### src/rtl/leap_pkg.sv
// Shared Leap link definitions: state codes and default frame geometry,
// common to the transmitter and the receiver.
package leap_pkg;

  typedef enum logic [3:0] {
    ST_IDLE  = 4'd0,
    ST_START = 4'd1,
    ST_DATA  = 4'd2,
    ST_STOP  = 4'd3,
    ST_GAP   = 4'd4
  } leap_state_t;

  localparam int LEAP_CLKS_PER_BIT = 434;
  localparam int LEAP_NUM_BYTES    = 5;
  localparam int LEAP_FRAME_W      = 8 * LEAP_NUM_BYTES;

endpackage

### src/rtl/leap_bit_timer.sv
// Bit-period counter: counts 0..CLKS_PER_BIT-1 and flags the last cycle of
// each period with tick. restart holds the count at zero.
module leap_bit_timer #(
  parameter int CLKS_PER_BIT = 434
) (
  input  logic clk,
  input  logic rst,
  input  logic restart,
  output logic tick
);

  localparam int CW = $clog2(CLKS_PER_BIT);

  logic [CW-1:0] cnt;

  assign tick = (cnt == CW'(CLKS_PER_BIT - 1));

  always_ff @(posedge clk) begin
    if (rst || restart || tick) cnt <= '0;
    else                        cnt <= cnt + CW'(1);
  end

endmodule

### src/rtl/leap_out.sv
// Leap link transmitter: sends a latched NUM_BYTES word as 8N1 characters,
// byte 0 first, LSB first. Define LEAP_OUT_GAP_EN for inter-character gaps.
module leap_out
  import leap_pkg::*;
#(
  parameter int CLKS_PER_BIT = LEAP_CLKS_PER_BIT,
  parameter int NUM_BYTES    = LEAP_NUM_BYTES,
  parameter int GAP_BITS     = 2
) (
  input  logic                   clk,
  input  logic                   rst,
  input  logic                   start,
  input  logic [8*NUM_BYTES-1:0] in_bytes,
  output logic                   serial,
  output logic                   busy,
  output logic                   done,
  output logic [3:0]             state
);

  localparam int BW = (NUM_BYTES > 1) ? $clog2(NUM_BYTES) : 1;

  if (CLKS_PER_BIT < 2 || NUM_BYTES < 1 || GAP_BITS < 1) begin : g_bad_param
    $error("leap_out: illegal parameter value");
  end

  leap_state_t                 st;
  logic [NUM_BYTES-1:0][7:0]   frame;
  logic [BW-1:0]               byte_idx;
  logic [2:0]                  bit_idx;
  logic [7:0]                  shreg;
  logic [7:0]                  cur_byte;
  logic                        tick;

`ifdef LEAP_OUT_GAP_EN
  localparam int GW = (GAP_BITS > 1) ? $clog2(GAP_BITS) : 1;
  logic [GW-1:0] gap_cnt;
`endif

  assign cur_byte = frame[byte_idx];
  assign state    = st;

  // Timer is parked at zero while idle so the start bit gets a full period.
  leap_bit_timer #(.CLKS_PER_BIT(CLKS_PER_BIT)) u_timer (
    .clk     (clk),
    .rst     (rst),
    .restart (st == ST_IDLE),
    .tick    (tick)
  );

  always_ff @(posedge clk) begin
    if (rst) begin
      st       <= ST_IDLE;
      serial   <= 1'b1;
      busy     <= 1'b0;
      done     <= 1'b0;
      frame    <= '0;
      byte_idx <= '0;
      bit_idx  <= '0;
      shreg    <= '0;
`ifdef LEAP_OUT_GAP_EN
      gap_cnt  <= '0;
`endif
    end else begin
      done <= 1'b0;
      case (st)
        ST_IDLE: begin
          serial <= 1'b1;
          if (start) begin
            frame    <= in_bytes;
            byte_idx <= '0;
            bit_idx  <= '0;
            st       <= ST_START;
            serial   <= 1'b0;
            busy     <= 1'b1;
          end
        end
        ST_START: if (tick) begin
          st      <= ST_DATA;
          bit_idx <= '0;
          shreg   <= cur_byte;
          serial  <= cur_byte[0];
        end
        // serial always mirrors shreg[0]; the next bit is shreg[1] before the shift.
        ST_DATA: if (tick) begin
          if (bit_idx == 3'd7) begin
            st     <= ST_STOP;
            serial <= 1'b1;
          end else begin
            bit_idx <= bit_idx + 3'd1;
            shreg   <= shreg >> 1;
            serial  <= shreg[1];
          end
        end
        ST_STOP: if (tick) begin
          if (byte_idx < BW'(NUM_BYTES - 1)) begin
            byte_idx <= byte_idx + BW'(1);
`ifdef LEAP_OUT_GAP_EN
            st      <= ST_GAP;
            gap_cnt <= '0;
`else
            st      <= ST_START;
            serial  <= 1'b0;
`endif
          end else begin
            st   <= ST_IDLE;
            busy <= 1'b0;
            done <= 1'b1;
          end
        end
`ifdef LEAP_OUT_GAP_EN
        ST_GAP: if (tick) begin
          if (gap_cnt == GW'(GAP_BITS - 1)) begin
            st      <= ST_START;
            serial  <= 1'b0;
            gap_cnt <= '0;
          end else begin
            gap_cnt <= gap_cnt + GW'(1);
          end
        end
`endif
        default: begin
          st     <= ST_IDLE;
          serial <= 1'b1;
          busy   <= 1'b0;
        end
      endcase
    end
  end

endmodule

### config.mk
export PLATFORM = sky130hd
export DESIGN_NAME = leap_out
export DESIGN_NICKNAME = d
export VERILOG_FILES = /design/src/rtl/leap_pkg.sv /design/src/rtl/leap_bit_timer.sv /design/src/rtl/leap_out.sv
export SDC_FILE = /design/constraint.sdc
export NUM_CORES = 1
export LEC_CHECK = 0
export ABC_AREA = 1
export CORE_MARGIN = 2
export CORE_UTILIZATION = 25
export DETAILED_ROUTE_END_ITERATION = 8
export MAX_ROUTING_LAYER = met4
export REMOVE_ABC_BUFFERS = 1
export SYNTH_ARGS = -nofsm -noshare
export SYNTH_HDL_FRONTEND = slang
export SYNTH_HIERARCHICAL = 1
export SYNTH_SLANG_ARGS = --single-unit
### constraint.sdc
create_clock -name clk -period 2.35 [get_ports clk]
set_clock_uncertainty 0.15 [all_clocks]
set_input_delay 0.47 -clock clk [delete_from_list [all_inputs] [get_ports clk]]
set_output_delay 0.47 -clock clk [all_outputs]
set_load 0.02 [all_outputs]
==> results of run 1 <==
metrics by stage:
stage               cell area (um2)  hold slack, ns  instances
finish                         4170           0.314        676
global route                   4170           0.329        676
CTS                            4170           0.315        676
detailed placement             3850           0.306        660
global placement               3850           0.292        660
floorplan                      3090           0.281        433
final cells by class:
cell class | instances | share of cell area, %
Timing Repair Buffer | 55 | 13.0
Tap cell | 172 | 5.16
Multi-Input combinational cell | 337 | 39.2
Sequential cell | 67 | 32.1
Clock inverter | 5 | 2.04
Inverter | 29 | 2.61
Clock buffer | 11 | 5.82
flip-flops by register name, indices dropped and copies added, names as in the netlist:
register     count
bit_idx          3
busy             1
byte_idx         3
done             1
frame           40
serial           1
shreg            7
state            2
u_timer/cnt      9
metal layers:
metal / track usage (%) / vias up
met4: 3.09 / 0
met2: 20.2 / 55
li1: - / 1541
met1: 14.6 / 1325
met3: 3.94 / 10
met5: - / -
power breakdown:
group / switching [W] / internal, W / total (W)
sequential: 0.000153 / 0.00139 / 0.00154
combinational: 0.000967 / 0.000595 / 0.00156
clock: 0.000490 / 0.000962 / 0.00145
synth_stat cells (2+ instances only):
| cell | instances | area share, % |
|---|---|---|
| nor2_2 | 4 | 0.78 |
| a21oi_2 | 13 | 3.5 |
| a21oi_1 | 21 | 3.3 |
| dfxtp_1 | 67 | 42 |
| nand2_1 | 88 | 10 |
| nor3_1 | 2 | 0.31 |
| nand3_1 | 31 | 4.8 |
| o21bai_1 | 2 | 0.47 |
| ha_1 | 10 | 3.9 |
| clkbuf_2 | 3 | 0.47 |
| inv_2 | 6 | 0.70 |
| nand2_2 | 3 | 0.58 |
| inv_1 | 23 | 2.7 |
| buf_2 | 9 | 1.4 |
| buf_4 | 4 | 0.93 |
| o21ai_1 | 2 | 0.31 |
| nor2_1 | 102 | 12 |
| o21ai_0 | 44 | 6.8 |
| buf_6 | 2 | 0.70 |
| clkbuf_1 | 5 | 0.58 |
cell families (layout without fill, tap and decap cells):
family	after synthesis	in the layout	share of synthesized area (%)
flops	67	67	41.7
other cells	1	2	0.117
simple gates	236	236	30.5
fa+ha+maj	10	10	3.89
buf+inv	52	100	7.47
xor+xnor	2	2	0.545
compound gates	87	87	15.8
worst paths after layout:
kind | slack (ns) | depth (start not counted) | end
min reg2reg | 0.31 | 2 | frame[0]$_SDFFE_PP0P_
min | 0.31 | 2 | frame[0]$_SDFFE_PP0P_
max reg2reg | 0.43 | 10 | byte_idx[0]$_SDFFE_PP0P_
max | 0.36 | 1 | state[0]
==> flow_metrics.tcl, run 1 <==
set metrics [dict create \
    ys_seq_elements 67 \
    die_height_um 117 \
    worstHoldPathType "register to register" \
    hold_viol_final 0 \
    cp_top_family "buffers and inverters" \
    grtUsageTotal_pct 12.3 \
    cts_resized 0 \
    diodes 0 \
    min_from "frame[0]$_SDFFE_PP0P_" \
    p_leak_nw 1.65 \
    status "completed" \
    multi_input_area_um2 1640 \
    critical_path.endpoint_type "output pin" \
    pin_count 50 \
    nets 552 \
    yosysWarnings 6 \
    wl_met3_um 388 \
    tritoncts "done" \
    ys_seq_area_share_pct 41.7 \
    peakVddDrop_uv 435 \
    final_common_cell "nor2_1" \
    cp-startpoint "state[0]$_SDFFE_PP0P_" \
    synth_cell_types 34 \
    area_growth_pct 29.8 \
    synth_edf_count 0 \
    cap_violations 0 \
    layout_setup_ws_ns 0.363 \
    path_buf_inv 1 \
    ctsHtreeMaxLevel 3 \
    grt_antenna_before_repair 0 \
    finalSetupViolations 0 \
    cts-root-buf "clkbuf_16" \
    max_stage_delay_ns 0.64 \
    fill_cells 1365 \
    min_period_over_period_pct 84.5 \
    initial_core_util_pct 25.6 \
    via_per_inst 4.34 \
    grt_pass1_wl_um 13300 \
    grt-ovfl-total 0 \
    required_ns 1.73 \
    die_w_um 117 \
    hpwlAfterDp_um 5470 \
    crit_type "register to output pin" \
    fmax_mhz 503 \
    cts_hold_buffers 0 \
    final_cell_mix "102 x nor2_1, 88 x nand2_1, 67 x dfxtp_1" \
    pwr_density_cell_nw_per_um2 1090 \
    dr.pass1.iters 4 \
    clock_path_buffers 2 \
    ant_nets 0 \
    wl_met1_um 3670 \
    core_area_um2 12600 \
    drt-total-wl_um 7670 \
    postLayoutCoreUtil_pct 33.2 \
    tightest_slew_ns 0.584 \
    synth_ff_type "dfxtp_1" \
    die_area_um2 13800 \
    fp-row-count 41 \
    power_w 0.00455 \
    slowest_stage "clkdlybuf4s50_1" \
    dr_wl_met2_um 3540 \
    crit_chain "clkdlybuf4s50_1" \
    drc_errors 0 \
    async_flop_share_pct 0 \
    startpoint_type "register" \
    clock_latency_ns 0.33 \
    r2r-start "u_timer/cnt[0]$_SDFF_PP0_" \
    wire_per_inst_um 11.4 \
    slew_headroom_pct 61.0 \
    syn_avg_cell_area_um2 7.07 \
    netlist_area_um2 3220 \
    initialDrtViolationCount 112 \
    regArea_um2 1340 \
    pre_cts_ws_ns 0.440 \
    syn_inst 455 \
    drive_above_1_share_pct 10.9 \
    highest-signal-layer "met4" \
    grt_max_degree 33 \
    clkSlewWorstSetupHoldPaths_ns 0.05 \
    slew_viol_final 0 \
    path_max_fanout 5 \
    fin_crit_ns 1.99 \
    critPathArrivalTime_ns 1.37 \
    dr_total_vias 2931 \
    gp_congestion 0.850 \
    postCtsSetupRepairBufs 0 \
    grt_pass1_vias 2940 \
    numPortBuffers 47 \
    cts_inserted_buffers 9 \
    clock-sinks 67 \
    rsz0062_at_grt "no" \
    setup_tns_ns 0 \
]
(Power assumes the default switching activity.)
==> run 2: changes to the inputs <==
==> constraint.sdc (replaced) <==
create_clock -name clk -period 1.6 [get_ports clk]
set_clock_uncertainty 0.15 [all_clocks]
set_input_delay 0.32 -clock clk [delete_from_list [all_inputs] [get_ports clk]]
set_output_delay 0.32 -clock clk [all_outputs]
set_load 0.02 [all_outputs]
==> flow_metrics.tcl, run 2 (synthesis gave the netlist of run 1 again) <==
set metrics [dict create \
    fin_hold_ws_ns 0.303 \
    crit_type "register to register" \
    core_area_um2 12600 \
    crit_chain "inv_2 > ha_4 > nand2_2 > nor2_2 > nand2_2 > inv_2 > inv_4 > buf_4 > buf_4 > nor3_1" \
    clock_path_buffers 2 \
    die_height_um 117 \
    fill_cells 1279 \
    slowest_stage "dfxtp_2" \
    rsz0062_at_grt "yes" \
    hpwlAfterDp_um 5890 \
    largest_register "frame" \
    fin_crit_ns 1.66 \
    pwr_density_cell_nw_per_um2 1590 \
    final_cell_mix "95 x nor2_1, 78 x nand2_1, 63 x dfxtp_1" \
    drc_errors 0 \
    pin_count 50 \
    startpoint_type "register" \
    place_inst 692 \
    worstHoldPathType "register to register" \
    switching_power_w 0.00271 \
    final_common_cell "nor2_1" \
    layout.cells.non_filler 716 \
    r2r_setup_slack_ns -0.06 \
    swShare_pct 35.7 \
    grt_pass1_wl_um 14400 \
    clkSlewWorstSetupHoldPaths_ns 0.05 \
    required_ns 1.67 \
    numPortBuffers 47 \
    min_from "frame[15]$_SDFFE_PP0P_" \
    min_period_over_period_pct 104 \
    whs_endpoint "frame[15]$_SDFFE_PP0P_" \
    area_growth_pct 48.6 \
    path_buf_inv 5 \
    ctsHtreeMaxLevel 3 \
    violations "setup timing" \
    largest_reg_flops 40 \
    die_area_um2 13800 \
    tritoncts "done" \
    wire_per_inst_um 11.9 \
    grt-ovfl-total 0 \
    grtUsageTotal_pct 13.4 \
    path_max_fanout 3 \
    r2r-start "u_timer/cnt[1]$_SDFF_PP0_" \
    cts-root-buf "clkbuf_16" \
    cts_hold_buffers 0 \
    whs_path_depth 2 \
    status "complete, but fails checks" \
    grt_antenna_before_repair 0 \
    clock_latency_ns 0.33 \
    fp-row-count 41 \
    power_w 0.00760 \
    gp_congestion 0.817 \
    hold_viol_final 0 \
    diodes 0 \
    max_stage_delay_ns 0.32 \
    dr_total_vias 3134 \
    reg_top3 "frame (40), u_timer/cnt (9), shreg (7)" \
    initialDrtViolationCount 187 \
    cap_violations 0 \
    critical_path.endpoint_type "register" \
    drive_above_1_share_pct 25.0 \
    grt_max_degree 29 \
    via_per_inst 4.38 \
    p_int_w 0.00489 \
    layout_setup_ws_ns -0.0620 \
    ant_nets 0 \
    nets 592 \
    peakVddDrop_uv 625 \
    cts_inserted_buffers 9 \
    fmax_mhz 602 \
    initial_core_util_pct 25.6 \
    finalSetupViolations 12 \
    reg2regPathDepth 10 \
    dr.pass1.iters 4 \
    critPathArrivalTime_ns 1.73 \
    regArea_um2 1350 \
    r2r-end "done$_SDFF_PP0_" \
    slew_viol_final 0 \
    drt-total-wl_um 8540 \
    cp_top_family "simple AND/OR/NAND/NOR gates" \
    multi_input_area_um2 1840 \
    seqPwrFrac_pct 30.0 \
    clkPwrFrac_pct 30.4 \
    combPwrFrac_pct 39.6 \
    die_w_um 117 \
    p_leak_nw 1.93 \
    clock-sinks 67 \
    grt_pass1_vias 3134 \
]
-- run 2: changes by cell type in the layout (fill, tap and decap cells not counted), moves of 5 or more --
cell,before,now
nand2_2,3,9
clkdlybuf4s50_1,47,42
nand2_1,88,78
ha_1,10,4
inv_1,23,18
nor2_1,102,95
nor2_4,1,6
buf_4,7,40
-- run 2: worst max path at each step --
stage / start / end / slack (ns) / cells past startpoint
final: u_timer/cnt[1]$_SDFF_PP0_ / done$_SDFF_PP0_ / -0.06 / 10
after global routing: u_timer/cnt[1]$_SDFF_PP0_ / state[1]$_SDFFE_PP0P_ / -0.16 / 13
after CTS: u_timer/cnt[1]$_SDFF_PP0_ / state[1]$_SDFFE_PP0P_ / -0.07 / 13
after detailed placement: start / byte_idx[1]$_SDFFE_PP0P_ / -0.22 / 5
after global placement: start / frame[34]$_SDFFE_PP0P_ / -0.19 / 5
after floorplan: state[0]$_SDFFE_PP0P_ / byte_idx[0]$_SDFFE_PP0P_ / -0.86 / 7
-- run 2: power by group through the flow --
stage	Combinational (W)	Clock, W	Sequential, W
finish	0.00301	0.00231	0.00228
global route	0.00338	0.00244	0.00233
CTS	0.00284	0.00236	0.00226
detailed placement	0.00262	0	0.00227
global placement	0.00257	0	0.00226
floorplan	0.00152	0	0.00232
-- run 2: repair_timing --
item,in CTS,in global routing
gates resized for setup,46,29
gates cloned,0,1
endpoints found under the setup margin,60,53
pin swaps,17,12
buffers inserted,4,3
-- run 2: cell type report --
| type | instances | share of cell area, % |
|---|---|---|
| multi-input cells | 337 | 38.5 |
| flip-flops and latches | 67 | 28.3 |
| repair buffers | 95 | 19.0 |
| clock buffers | 10 | 5.00 |
| well taps | 172 | 4.50 |
| inverters | 29 | 2.38 |
| clock inverters | 6 | 2.36 |
-- run 2: per-stage QoR --
step	instance area, um2	setup TNS, ns	worst slack [ns]	util [%]
after floorplan	3090	-31.97	-0.860	-
after global placement	4100	-5.84	-0.188	32.6
after detailed placement	4100	-6.87	-0.224	32.6
after CTS	4620	-0.261	-0.0673	36.8
after global routing	4780	-2.00	-0.162	38.0
final	4780	-0.407	-0.0620	38.0
-- run 2: worst min-delay path, cell delays in order (launching register included) --
cell	delay [ns]
dfxtp_1	0.30
inv_1	0.06
a21oi_1	0.05
-- run 2: layer usage --
| metal | vias up | part of all wire, % | GRT usage (%) |
|---|---|---|---|
| met3 | 12 | 4.5 | 4.47 |
| met2 | 60 | 48 | 21.9 |
| met4 | 0 | 1.4 | 4.44 |
| li1 | 1631 | - | - |
| met5 | - | 0 | - |
| met1 | 1431 | 46 | 15.4 |
